## src/rtl/div_arb.sv

```systemverilog
// div_arb: round-robin scheduler sharing one 64-bit SRT divider among NREQ requesters.
// Latency: accept -> div_vld_o next cycle -> rsp_vld_o one cycle after div_rdy_i is seen rising.
// Backpressure: rsp_rdy_i low holds the response (and blocks all grants) indefinitely.
//
// Ports:
//   clk, rstn                 clock, async active-low reset (shared with the divider)
//   req_vld_i/req_rdy_o       per-requester handshake; req_rdy_o is one-hot or zero
//   req_op1_i/req_op2_i       packed dividends/divisors, requester k at [64k+63:64k]
//   div_vld_o/div_op*_o       issue side towards the divider
//   div_rdy_i/div_quo_i/rem_i divider ready and results
//   rsp_vld_o/rsp_rdy_i       tagged response channel (rsp_id_o, rsp_quo_o, rsp_rem_o, rsp_dz_o)
// Optional feature: define DIV_ARB_DZ_BYPASS_EN to answer divide-by-zero without using the divider.
module div_arb #(
  parameter int NREQ = 4,
  parameter int IDW  = 2
) (
  input  logic                 clk,
  input  logic                 rstn,
  input  logic [NREQ-1:0]      req_vld_i,
  output logic [NREQ-1:0]      req_rdy_o,
  input  logic [NREQ*64-1:0]   req_op1_i,
  input  logic [NREQ*64-1:0]   req_op2_i,
  output logic                 div_vld_o,
  output logic [63:0]          div_op1_o,
  output logic [63:0]          div_op2_o,
  input  logic                 div_rdy_i,
  input  logic [63:0]          div_quo_i,
  input  logic [63:0]          div_rem_i,
  output logic                 rsp_vld_o,
  input  logic                 rsp_rdy_i,
  output logic [IDW-1:0]       rsp_id_o,
  output logic [63:0]          rsp_quo_o,
  output logic [63:0]          rsp_rem_o,
  output logic                 rsp_dz_o
);

  typedef enum logic [3:0] {
    S_IDLE  = 4'b0001,
    S_ISSUE = 4'b0010,
    S_WAIT  = 4'b0100,
    S_RESP  = 4'b1000
  } state_e;

  typedef struct packed {
    logic [63:0] quo;
    logic [63:0] rem;
  } rsp_t;

  state_e         state_q, state_d;
  logic [IDW-1:0] rr_ptr_q, rr_ptr_d;
  logic [IDW-1:0] tag_q, tag_d;
  logic [63:0]    op1_q, op1_d;
  logic [63:0]    op2_q, op2_d;
  logic           seen_low_q, seen_low_d;
  rsp_t           rsp_q, rsp_d;

  // Grant search
  logic           gnt_found;
  logic [IDW-1:0] gnt_idx;
  logic [IDW:0]   cand;
  logic [63:0]    gnt_op1, gnt_op2;
  logic           gnt_dz;
  logic           gnt_fire;

  // First valid requester at or above rr_ptr, wrapping; one spare bit absorbs the wrap.
  always_comb begin
    gnt_found = 1'b0;
    gnt_idx   = '0;
    cand      = '0;
    for (int i = 0; i < NREQ; i++) begin
      cand = {1'b0, rr_ptr_q} + (IDW+1)'(i);
      if (cand >= (IDW+1)'(NREQ)) begin
        cand = cand - (IDW+1)'(NREQ);
      end
      if (!gnt_found && req_vld_i[cand[IDW-1:0]]) begin
        gnt_found = 1'b1;
        gnt_idx   = cand[IDW-1:0];
      end
    end
  end

  assign gnt_op1 = req_op1_i[64*gnt_idx +: 64];
  assign gnt_op2 = req_op2_i[64*gnt_idx +: 64];

`ifdef DIV_ARB_DZ_BYPASS_EN
  logic dz_q, dz_d;
  assign gnt_dz = (gnt_op2 == 64'd0);
`else
  assign gnt_dz = 1'b0;
`endif

  // A bypassed zero-divisor request never touches the divider, so it need not wait for it.
  assign gnt_fire  = (state_q == S_IDLE) && gnt_found && (div_rdy_i || gnt_dz);
  assign req_rdy_o = gnt_fire ? (NREQ'(1) << gnt_idx) : '0;

  always_comb begin
    state_d    = state_q;
    rr_ptr_d   = rr_ptr_q;
    tag_d      = tag_q;
    op1_d      = op1_q;
    op2_d      = op2_q;
    seen_low_d = seen_low_q;
    rsp_d      = rsp_q;
`ifdef DIV_ARB_DZ_BYPASS_EN
    dz_d       = dz_q;
`endif
    unique case (state_q)
      S_IDLE: begin
        if (gnt_fire) begin
          tag_d    = gnt_idx;
          rr_ptr_d = (gnt_idx == IDW'(NREQ-1)) ? '0 : gnt_idx + IDW'(1);
`ifdef DIV_ARB_DZ_BYPASS_EN
          if (gnt_dz) begin
            // Operand registers are left alone so div_op*_o keep the last issued values.
            rsp_d.quo = '1;
            rsp_d.rem = gnt_op1;
            dz_d      = 1'b1;
            state_d   = S_RESP;
          end else begin
            op1_d   = gnt_op1;
            op2_d   = gnt_op2;
            state_d = S_ISSUE;
          end
`else
          op1_d   = gnt_op1;
          op2_d   = gnt_op2;
          state_d = S_ISSUE;
`endif
        end
      end
      S_ISSUE: begin
        seen_low_d = 1'b0;
        state_d    = S_WAIT;
      end
      S_WAIT: begin
        // Ready still high right after issue is the divider not having reacted yet;
        // completion is a low-then-high on div_rdy_i.
        if (!div_rdy_i) begin
          seen_low_d = 1'b1;
        end
        if (seen_low_q && div_rdy_i) begin
          rsp_d.quo = div_quo_i;
          rsp_d.rem = div_rem_i;
`ifdef DIV_ARB_DZ_BYPASS_EN
          dz_d      = 1'b0;
`endif
          state_d   = S_RESP;
        end
      end
      S_RESP: begin
        if (rsp_rdy_i) begin
          state_d = S_IDLE;
        end
      end
      default: state_d = S_IDLE;
    endcase
  end

  always_ff @(posedge clk or negedge rstn) begin
    if (!rstn) begin
      state_q    <= S_IDLE;
      rr_ptr_q   <= '0;
      tag_q      <= '0;
      op1_q      <= '0;
      op2_q      <= '0;
      seen_low_q <= 1'b0;
      rsp_q      <= '0;
`ifdef DIV_ARB_DZ_BYPASS_EN
      dz_q       <= 1'b0;
`endif
    end else begin
      state_q    <= state_d;
      rr_ptr_q   <= rr_ptr_d;
      tag_q      <= tag_d;
      op1_q      <= op1_d;
      op2_q      <= op2_d;
      seen_low_q <= seen_low_d;
      rsp_q      <= rsp_d;
`ifdef DIV_ARB_DZ_BYPASS_EN
      dz_q       <= dz_d;
`endif
    end
  end

  assign div_vld_o = (state_q == S_ISSUE);
  assign div_op1_o = op1_q;
  assign div_op2_o = op2_q;
  assign rsp_vld_o = (state_q == S_RESP);
  assign rsp_id_o  = tag_q;
  assign rsp_quo_o = rsp_q.quo;
  assign rsp_rem_o = rsp_q.rem;
`ifdef DIV_ARB_DZ_BYPASS_EN
  assign rsp_dz_o  = dz_q;
`else
  assign rsp_dz_o  = 1'b0;
`endif

endmodule

```

## config.mk

```make
export PLATFORM = sky130hd
export DESIGN_NAME = div_arb
export DESIGN_NICKNAME = d
export VERILOG_FILES = /design/src/rtl/div_arb.sv
export SDC_FILE = /design/constraint.sdc
export NUM_CORES = 1
export LEC_CHECK = 0
export CAP_MARGIN = 20
export CORE_AREA = 2 2 359 361
export CTS_CLUSTER_SIZE = 30
export DETAILED_ROUTE_END_ITERATION = 16
export DIE_AREA = 0 0 361 363
export DONT_BUFFER_PORTS = 1
export GPL_TIMING_DRIVEN = 0
export SETUP_SLACK_MARGIN = 0.4
export SYNTH_ARGS = -nofsm -noshare
export SYNTH_HDL_FRONTEND = slang
export SYNTH_SLANG_ARGS = --single-unit
```

## constraint.sdc

```tcl
create_clock -name clk -period 2.96 [get_ports clk]
set_clock_uncertainty 0.1 [all_clocks]
set_input_delay 0.74 -clock clk [delete_from_list [all_inputs] [get_ports clk]]
set_output_delay 0.74 -clock clk [all_outputs]
set_load 0.01 [all_outputs]
```

==> impl_results.md, run 1 <==
* Yosys reg bits at 265
* Clk buf depth at 3
* Clock Pin Slew Worst Setup and Hold Paths at 60 ps
* Slew Limit Headroom at 47.3%
* First-pass GRT wire length at 109,000 um
* CP max FO at 5
* Cell Rows at 131
* Synth top area share at 48.0%
* Hold_ws at -243 ps
* Port Buffers at 0
* Top-level I/O count at 913
* Outcome: finished, violations left
* Crit Path Category: reg -> out
* Cell Area, Synth at 13,800 um^2
* DRT Wirelength at 88,600 um
* Die footprint at 131,000 um^2
* Number of buffers created by CTS at 34
* RSZ-0062 raised after global routing: yes
* Crit share post-route at 98.0%
* GP Congestion at 0.942
* Max VDD drop at 0.000339 V
* Die Ht at 363 um
* Clock Latency Late Sink at 570 ps
* Largest net degree at the start of global routing at 266
* Data arrival time of the worst path at 2060 ps
* Final Net Count at 1,753
* Synth Area per Inst at 13.1 um^2
* Fmax achieved at 345 MHz
* DRC violations left at 0
* Vias in the first global route at 10,100
* Max-cap violations at 0
* Yosys top cell by area: dfrtp_1
* Mapped Cells at 1,052
* Slew of the pin with the lowest slew margin at 790 ps
* Worst Path Required at 2120 ps
* DR vias/cell at 3.63
* Violated checks: hold timing
* Die width at 361 um
* Iter 0 DRT Violations at 614
* Seq/Total Area, Yosys at 48.2%
* Placed Cells at 2,715
* Overflow after GRT at 0
* Initial core utilization at 10.8%
* Non-Filler Instances at 2,809
* Multi-input gate area in the final layout at 6750 um^2
* Synthesized Nets at 1,704
* DP HPWL at 73,100 um
* CTS Root Cell: clkbuf_16
* Fillers at 14,200
* Synthesis-to-layout area growth at 27.4%
* Depth of the CTS H-tree at 2
* Pwr/cell area at 1130 nW/um^2
* Storage cell area at 6630 um^2
* Initial antenna violation count at 64
* TritonCTS Sinks at 265
* Area contributors post-synth: dfrtp_1 (48%), mux2i_1 (19%), mux2_2 (10%)
* Core area at 127,000 um^2
* Lkg Pwr at 7.55 nW
* Yosys warning count at 0
* Routed len/inst at 31.5 um
* Final setup violation count at 0
* Fraction of layout cells with a size suffix above 1 at 35.4%
* Slew Viols, Final at 0
* Total GRT Usage at 12.8%
* Antenna-violating nets left at 0
* Synth unique cells at 39
* Class of the worst hold path: in -> async
* Via Count at 10,200
* DRT Pass-1 Iters at 5
* Hold Fails Final Rpt at 264
* Critical Path End Type: output port
* Min Tclk post-route at 2900 ps
* TritonCTS clock tree: yes
* Worst Setup Start Kind: register
[cell usage in the layout, fill, tap and decap left out, types with 2 or more instances in the layout]
cell and instances:
clkbuf_1 13, bufinv_16 2, mux2i_4 13, ha_4 2, buf_12 3, mux2i_1 234, mux2_2 128, buf_6 13
ha_2 2, clkinv_4 3, nand2_2 2, o221ai_2 77, nor2b_1 2, o221ai_1 52, diode_2 24, mux2i_2 9
and2_4 4, nor4b_4 2, nand2_1 136, clkinvlp_4 2, dfrtp_1 263, inv_1 2, clkbuf_8 5, buf_8 12
buf_4 42, nor2_1 5, clkbuf_16 35, buf_2 18, o21ai_0 5, nand2b_1 2, clkinv_2 5, o31ai_1 2
clkbuf_2 3
[registers in the layout, summed over array words and instances (netlist names)]
signal	flops
div_op1_o	64
div_op2_o	64
rr_ptr_q	2
rsp_id_o	2
rsp_quo_o	64
rsp_rem_o	64
seen_low_q	1
state_q	4
[worst max-delay path, stage by stage (launching register included)]
cell      delay, ps
dfrtp_1         430
nor2b_1          70
o21ai_1         120
o221ai_1        120
buf_4           160
buf_12          120
buf_12          130
inv_8            60
ha_4            130
and2_4          140
[worst paths after layout]
path                          startpoint             to  slack [ps]  depth (start not counted)
setup / recovery             rr_ptr_q[0]   req_rdy_o[3]          60                          9
hold / removal                      rstn  rsp_quo_o[41]        -240                          0
setup reg to reg             rr_ptr_q[0]  div_op2_o[21]         460                          9
hold reg to reg               seen_low_q     seen_low_q         430                          2
max in group asynchronous           rstn  div_op1_o[28]        2560                          0
min in group clk           div_quo_i[38]  rsp_quo_o[38]         200                          1
[per-stage QoR]
step           cell area [um^2]  setup slack (ps)  util, %  power, W  TNS (ps)
2_1_floorplan             13800               287        -    0.0119         0
6_report                  17500              58.7     13.8    0.0198         0
3_3_place_gp              15900              -805     12.5    0.0152     -8320
5_1_grt                   17500             -69.9     13.8    0.0208      -227
3_5_place_dp              15900              -358     12.5    0.0153     -4940
4_1_cts                   17300             -5.65     13.6    0.0201     -5.65
[report_power, final]
group          internal, W  switching (W)
clock              0.00248        0.00187
sequential         0.00537        0.00285
combinational      0.00317        0.00403
total               0.0110        0.00875
[Yosys cell counts, drive strengths merged]
cell type  count
dfstp          1
nor4b          3
mux2i        256
o21ai          6
nand3b         1
and2           4
dfrtp        264
o21bai         1
a21o           1
conb           1
inv            4
nand3          1
nand2b         3
a211oi         1
or4            1
nor2b          3
nand2        138
nor4           1
o21a           1
a21oi          1
clkbuf        14
o221ai       129
nor3           2
mux2         128
nor2           5
buf           75
a21boi         1
o31ai          2
ha             4
[kinds of logic (layout without fill, tap and decap cells)]
group,count (synthesis),count (layout),synth area share [%]
buffers and inverters,93,164,4.86
muxes,384,384,29.1
DFF,265,265,48.2
and+or+nand+nor,162,162,5.12
AOI/OAI and AO/OA,143,143,12.3
other,1,25,0.0272
adders and majority gates,4,4,0.364
[repair_timing]
action | 4_1_cts | 5_1_grt
pin swaps | 2 | 1
endpoints found under the hold margin | 265 | 264
resized for setup | 50 | 20
endpoints found under the setup margin | 67 | 81
buffers inserted | 5 | 7
[layer usage]
metal | track usage, % | vias to the layer above | share of wire (%)
met5 | 0 | - | 0.28
met4 | 4.97 | 40 | 3.8
met3 | 6.59 | 162 | 11
met2 | 19.6 | 678 | 45
met1 | 15.1 | 5233 | 40
li1 | - | 4071 | -
[area by class of cell]
| type | instances | share of cell area [%] |
|---|---|---|
| Tap cell | 1662 | 11.9 |
| Inverter | 4 | 0.143 |
| Timing Repair Buffer | 13 | 0.649 |
| Sequential cell | 265 | 37.8 |
| Clock inverter | 14 | 0.885 |
| Clock buffer | 44 | 5.47 |
| Multi-Input combinational cell | 694 | 38.5 |
| Antenna cell | 24 | 0.342 |
| Buffer | 89 | 4.34 |
Power figures use the tool's default switching activity.
==> run 2, diff against run 1 <==
--- a/config.mk
+++ b/config.mk
@@ -7,6 +7,7 @@
 export LEC_CHECK = 0
 export CAP_MARGIN = 20
 export CORE_AREA = 2 2 359 361
+export CTS_CLUSTER_DIAMETER = 40
 export CTS_CLUSTER_SIZE = 30
 export DETAILED_ROUTE_END_ITERATION = 16
 export DIE_AREA = 0 0 361 363
==> run 2 against run 1 <==
  * The run still ends with hold timing left
  * Die area is the same
  * Total power grew 12%
  * First-iteration DRC count grew 4.6%
  * Sequential share of layout area shrank 1.8 points
  * Sequential power is essentially flat
  * Critical path type unchanged
  * Critical endpoint unchanged
  * Largest cell class unchanged
==> impl_results.md, run 2 (same netlist as run 1, synthesis figures left out) <==
* Clock Latency Late Sink at 600 ps (was 570 ps)
* Data arrival time of the worst path at 2100 ps (was 2060 ps)
* Most frequent cells in the layout: dfrtp_1 (263), mux2i_1 (234), nand2_1 (136) (unchanged)
* Final setup violation count at 0 (unchanged)
* Via Count at 10,300 (was 10,200)
* Hold Fails Final Rpt at 264 (unchanged)
* Pwr/cell area at 1200 nW/um^2 (was 1130 nW/um^2)
* Power, Total at 0.0221 W (was 0.0198 W)
* Max-cap violations at 0 (unchanged)
* Fillers at 14,100 (was 14,200)
* Die width at 361 um (unchanged)
* Class of the worst hold path: in -> async (unchanged)
* Pre-CTS setup slack at -358 ps (unchanged)
* Antenna-violating nets left at 0 (unchanged)
* Die Ht at 363 um (unchanged)
* Slew of the pin with the lowest slew margin at 831 ps (was 790 ps)
* Clock power share at 30.1% (was 22.0%)
* Top-level I/O count at 913 (unchanged)
* Total GRT Usage at 12.9% (was 12.8%)
* Post-DP Area at 15,900 um^2 (unchanged)
* Final Net Count at 1,772 (was 1,753)
* Critical Path End Type: output port (unchanged)
* Worst Path Required at 2120 ps (about the same)
* CP max FO at 5 (unchanged)
* Cell Rows at 131 (unchanged)
* Worst Setup Start Kind: register (unchanged)
* Iter 0 DRT Violations at 642 (was 614)
* DR vias/cell at 3.62 (was 3.63)
* Sequential share of power at 37.2% (was 41.6%)
* Port Buffers at 0 (unchanged)
* Max VDD drop at 0.000424 V (was 0.000339 V)
* Hold_ws at -293 ps (was -243 ps)
* Number of buffers created by CTS at 54 (was 34)
* Internal power at 0.0129 W (was 0.0110 W)
* Worst setup margin at 20.2 ps (was 58.7 ps)
* Routed len/inst at 31.1 um (was 31.5 um)
* Violated checks: hold timing (unchanged)
* DRT Pass-1 Iters at 4 (was 5)
* Psw at 0.00924 W (was 0.00875 W)
* Slew Viols, Final at 0 (unchanged)
* Core area at 127,000 um^2 (unchanged)
* CTS Root Cell: clkbuf_16 (unchanged)
* Initial core utilization at 10.8% (unchanged)
* Synthesis-to-layout area growth at 33.6% (was 27.4%)
* Crit Path Category: reg -> out (unchanged)
* TritonCTS clock tree: yes (unchanged)
* Most common cell after layout, fill and taps aside: dfrtp_1 (unchanged)
* Slew Limit Headroom at 44.6% (was 47.3%)
* Clock Pin Slew Worst Setup and Hold Paths at 50 ps (was 60 ps)
* Min Tclk post-route at 2940 ps (was 2900 ps)
* Lkg Pwr at 7.95 nW (was 7.55 nW)
* DP HPWL at 73,100 um (unchanged)
* Fraction of layout cells with a size suffix above 1 at 37.9% (was 35.4%)
* Sw Ratio at 41.8% (was 44.3%)
* Die footprint at 131,000 um^2 (unchanged)
* DRC violations left at 0 (unchanged)
* Vias in the first global route at 10,400 (was 10,100)
* TritonCTS Sinks at 265 (unchanged)
* Overflow after GRT at 0 (unchanged)
* Crit share post-route at 99.3% (was 98.0%)
* DRT Wirelength at 88,800 um (was 88,600 um)
* Clk buf depth at 3 (unchanged)
* Comb power frac at 32.7% (was 36.4%)
* GP Congestion at 0.942 (unchanged)
* Outcome: finished, violations left (unchanged)
* Depth of the CTS H-tree at 2 (unchanged)
* First-pass GRT wire length at 110,000 um (was 109,000 um)
* RSZ-0062 raised after global routing: yes (unchanged)
* Initial antenna violation count at 61 (was 64)
* Finished layout cell area at 18,400 um^2 (was 17,500 um^2)
* Largest net degree at the start of global routing at 266 (unchanged)
* Fmax achieved at 340 MHz (was 345 MHz)
==> run 2: final cells by class <==
type / count / area (um^2) / area share, %
diodes: 26 / 65.1 / 0.354
plain buffers: 89 / 764 / 4.16
clock buffers: 64 / 1480 / 8.05
clock inverters: 37 / 478 / 2.60
inverters: 4 / 25.0 / 0.136
multi-input cells: 694 / 6760 / 36.7
flip-flops and latches: 265 / 6630 / 36.1
well taps: 1662 / 2080 / 11.3
repair buffers: 12 / 106 / 0.578
==> run 2: repair_timing <==
| item | 4_1_cts | 5_1_grt |
|---|---|---|
| resized for setup | 49 | 22 |
| pin swaps | 2 | 1 |
| setup buffers | 7 | 4 |
| hold endpoints to repair | 265 | 264 |
| setup endpoints to repair | 58 | 83 |
==> run 2: final timing paths <==
check | slack, ps | endpoint | from | cells past startpoint
max in group asynchronous | 2590 | div_op1_o[12] | rstn | 0
hold reg to reg | 430 | seen_low_q | seen_low_q | 2
hold / removal | -290 | rsp_quo_o[35] | rstn | 0
setup reg to reg | 500 | div_op1_o[44] | rr_ptr_q[0] | 8
setup / recovery | 20 | req_rdy_o[3] | rr_ptr_q[0] | 9
min in group clk | 160 | rsp_quo_o[15] | div_quo_i[15] | 1
==> run 2: critical path: stages, from the launching register on <==
cell	delay, ps
dfrtp_1	420
nor2b_1	70
o21ai_1	120
o221ai_1	120
buf_4	160
buf_12	120
buf_12	130
inv_8	60
ha_4	130
and2_4	150
==> run 2: through the flow <==
step	setup TNS, ps	instances	util, %	hold slack, ps
floorplan	0	1052	-	344
global placement	-8320	2714	12.5	350
detailed placement	-4940	2715	12.5	351
CTS	-108	2823	14.3	-360
global route	-401	2842	14.5	-344
finish	0	2853	14.5	-293
==> run 2: per-layer routing <==
| layer | global-route usage, % | share of wire (%) | vias up |
|---|---|---|---|
| met4 | 5.33 | 3.6 | 36 |
| met1 | 15.0 | 40 | 5310 |
| met3 | 6.69 | 12 | 166 |
| li1 | - | - | 4138 |
| met2 | 19.7 | 45 | 690 |
| met5 | 0 | 0.25 | - |
==> run 2: power groups by stage <==
stage | sequential [W] | clock (W) | combinational, W
floorplan | 0.00707 | 0 | 0.00485
global placement | 0.00835 | 0 | 0.00686
detailed placement | 0.00834 | 0 | 0.00701
CTS | 0.00831 | 0.00683 | 0.00730
global route | 0.00843 | 0.00699 | 0.00784
finish | 0.00822 | 0.00664 | 0.00723
==> run 3, diff against run 2 <==
--- a/config.mk
+++ b/config.mk
@@ -6,11 +6,11 @@
 export NUM_CORES = 1
 export LEC_CHECK = 0
 export CAP_MARGIN = 20
-export CORE_AREA = 2 2 359 361
+export CORE_AREA = 2 2 357 359
 export CTS_CLUSTER_DIAMETER = 40
 export CTS_CLUSTER_SIZE = 30
 export DETAILED_ROUTE_END_ITERATION = 16
-export DIE_AREA = 0 0 361 363
+export DIE_AREA = 0 0 359 361
 export DONT_BUFFER_PORTS = 1
 export GPL_TIMING_DRIVEN = 0
 export SETUP_SLACK_MARGIN = 0.4
==> constraint.sdc (replaced) <==
create_clock -name clk -period 3.6 [get_ports clk]
set_clock_uncertainty 0.1 [all_clocks]
set_input_delay 0.9 -clock clk [delete_from_list [all_inputs] [get_ports clk]]
set_output_delay 0.9 -clock clk [all_outputs]
set_load 0.01 [all_outputs]
==> run 3 against run 2 <==
  * The run still ends with hold timing left
  * Flip-flop and latch count unchanged
  * Setup slack better by 290 ps
  * Core utilization down 0.26 points
  * Routed wire length down 6.7%
  * Largest cell class is now flip-flops and latches
==> impl_results.md, run 3 (same netlist as run 1, synthesis figures left out) <==
* Outcome: finished, violations left (unchanged)
* Violated checks: hold timing (unchanged)
* Iter 0 DRT Violations at 737 (was 642)
* Max VDD drop at 0.000370 V (was 0.000424 V)
* CP max FO at 4 (was 5)
* Overflow after GRT at 0 (unchanged)
* Final setup violation count at 0 (unchanged)
* Total GRT Usage at 12.2% (was 12.9%)
* RSZ-0062 raised after global routing: yes (unchanged)
* Min Tclk post-route at 3290 ps
* Initial antenna violation count at 37 (was 61)
* CTS Root Cell: clkbuf_16 (unchanged)
* Max-cap violations at 0 (unchanged)
* Largest net degree at the start of global routing at 266 (unchanged)
* Storage cell area at 6630 um^2 (about the same)
* Crit path top cell by count: buf_12 (unchanged)
* DRT Wirelength at 82,800 um (was 88,800 um)
* Data arrival time of the worst path at 2290 ps (was 2100 ps)
* Vias in the first global route at 10,500 (was 10,400)
* Lkg Pwr at 7.77 nW (was 7.95 nW)
* Pwr/cell area at 972 nW/um^2 (was 1200 nW/um^2)
* DP HPWL at 68,500 um (was 73,100 um)
* Fraction of layout cells with a size suffix above 1 at 35.4% (was 37.9%)
* Clock Latency Late Sink at 620 ps (was 600 ps)
* Slew of the pin with the lowest slew margin at 1170 ps (was 831 ps)
* DR vias/cell at 3.65 (was 3.62)
* CP Buf/Inv Count at 5 (was 4)
* Depth of the CTS H-tree at 2 (unchanged)
* Class of the worst hold path: in -> async (unchanged)
* Crit Path Category: reg -> out (unchanged)
* CP top delay family: buffers and inverters (unchanged)
* TritonCTS Sinks at 265 (unchanged)
* Most frequent cells in the layout: dfrtp_1 (264), mux2i_1 (245), nand2_1 (136) (was dfrtp_1 (263), mux2i_1 (234), nand2_1 (136))
* Die Ht at 361 um (was 363 um)
* Initial core utilization at 11.0% (was 10.8%)
* Most common cell after layout, fill and taps aside: dfrtp_1 (unchanged)
* Power, Total at 0.0173 W (was 0.0221 W)
* Antenna-violating nets left at 0 (unchanged)
* Clock Pin Slew Worst Setup and Hold Paths at 50 ps (about the same)
* Critical Path End Type: output port (unchanged)
* Port Buffers at 0 (unchanged)
* CP max-delay cell: dfrtp_1 (unchanged)
* Routed len/inst at 29.3 um (was 31.1 um)
* CP Cell Sequence: nor2b_1 -> o21ai_1 -> o221ai_2 -> buf_6 -> buf_12 -> buf_12 -> buf_12 -> buf_8 -> ha_4 -> and2_4 (was nor2b_1 -> o21ai_1 -> o221ai_1 -> buf_4 -> buf_12 -> buf_12 -> inv_8 -> ha_4 -> and2_4)
* Hold_ws at -128 ps (was -293 ps)
* Fillers at 14,000 (was 14,100)
* Slew Limit Headroom at 22.3% (was 44.6%)
* Die footprint at 130,000 um^2 (was 131,000 um^2)
* Via Count at 10,300 (about the same)
* First-pass GRT wire length at 104,000 um (was 110,000 um)
* Sum Neg Setup Slack at 0 ps (unchanged)
* Number of buffers created by CTS at 47 (was 54)
* Core area at 125,000 um^2 (was 127,000 um^2)
* Cell Rows at 130 (was 131)
* Multi-input gate area in the final layout at 6560 um^2 (was 6760 um^2)
* Die width at 359 um (was 361 um)
* Crit share post-route at 91.4%
* Final Net Count at 1,762 (was 1,772)
* Synthesis-to-layout area growth at 29.5% (was 33.6%)
* Slew Viols, Final at 0 (unchanged)
* Top-level I/O count at 913 (unchanged)
* Fmax achieved at 304 MHz
* DRT Pass-1 Iters at 5 (was 4)
* Clk buf depth at 3 (unchanged)
* DRC violations left at 0 (unchanged)
* Worst Path Required at 2600 ps (was 2120 ps)
* FF-to-FF setup slack at 520 ps (was 500 ps)
* Highest cell delay on the worst timing path at 390 ps (was 420 ps)
* TritonCTS clock tree: yes (unchanged)
* GP Congestion at 0.985 (was 0.942)
* Worst Setup Start Kind: register (unchanged)
* Hold Fails Final Rpt at 198 (was 264)
-- run 3: changes by cell type in the layout (fill, tap and decap cells not counted), moves of 3 or more --
cell       previous run  this run
buf_4                39        42
buf_8                11         8
clkbuf_1             11        15
buf_2                18        21
inv_8                 7         1
buf_6                14        10
mux2i_2               8        11
clkbuf_16            55        47
clkbuf_8              8         2
mux2i_4              14         0
mux2i_1             234       245
clkinv_16             0         3
-- run 3: area by class of cell --
class                   count  share of cell area (%)
inverters                   4                  0.0982
clock inverters            34                    2.83
well taps                1650                    11.6
diodes                     26                   0.365
clock buffers              52                    6.81
plain buffers              89                    3.79
multi-input cells         694                    36.8
flip-flops and latches    265                    37.2
repair buffers              9                   0.533
-- run 3: power by group --
| group | switching [W] | total (W) | internal [W] | leakage [nW] |
|---|---|---|---|---|
| registers | 0.00218 | 0.00660 | 0.00442 | 3.41 |
| clock network | 0.00182 | 0.00488 | 0.00306 | 0.821 |
| logic | 0.00339 | 0.00584 | 0.00246 | 3.54 |
-- run 3: what timing repair did --
action / CTS / global route
endpoints found under the hold margin: 264 / 264
setup buffers: 7 / 0
pin swaps: 3 / 2
gates resized for setup: 26 / 7
setup endpoints to repair: 23 / 7
gates cloned: 0 / 0
-- run 3: worst paths after layout --
path | to | cells after the start | from
max | req_rdy_o[0] | 10 | rr_ptr_q[0]
min | rsp_rem_o[62] | 0 | rstn
max reg2reg | div_op2_o[63] | 9 | rr_ptr_q[0]
min reg2reg | seen_low_q | 2 | seen_low_q
max in group asynchronous | div_op1_o[41] | 0 | rstn
min in group clk | rsp_rem_o[62] | 1 | div_rem_i[62]
-- run 3: stage by stage --
step / setup WS, ps / util (%) / std cells / area, um^2 / hold WS [ps]
after detailed placement: -527 / 12.6 / 2704 / 15900 / 439
after CTS: 235 / 14.1 / 2797 / 17700 / -208
final: 311 / 14.2 / 2823 / 17800 / -128
after floorplan: 435 / - / 1052 / 13800 / 389
after global routing: 189 / 14.2 / 2812 / 17800 / -190
after global placement: -634 / 12.6 / 2702 / 15800 / 423
-- run 3: routing by layer --
layer  up-vias  global-route usage (%)  wire [um]
li1       4108                       -          -
met1      5278                    15.1      33800
met2       763                    18.2      36200
met3       155                    5.04       8830
met4        12                    5.70       3920
met5         -                   0.555         79
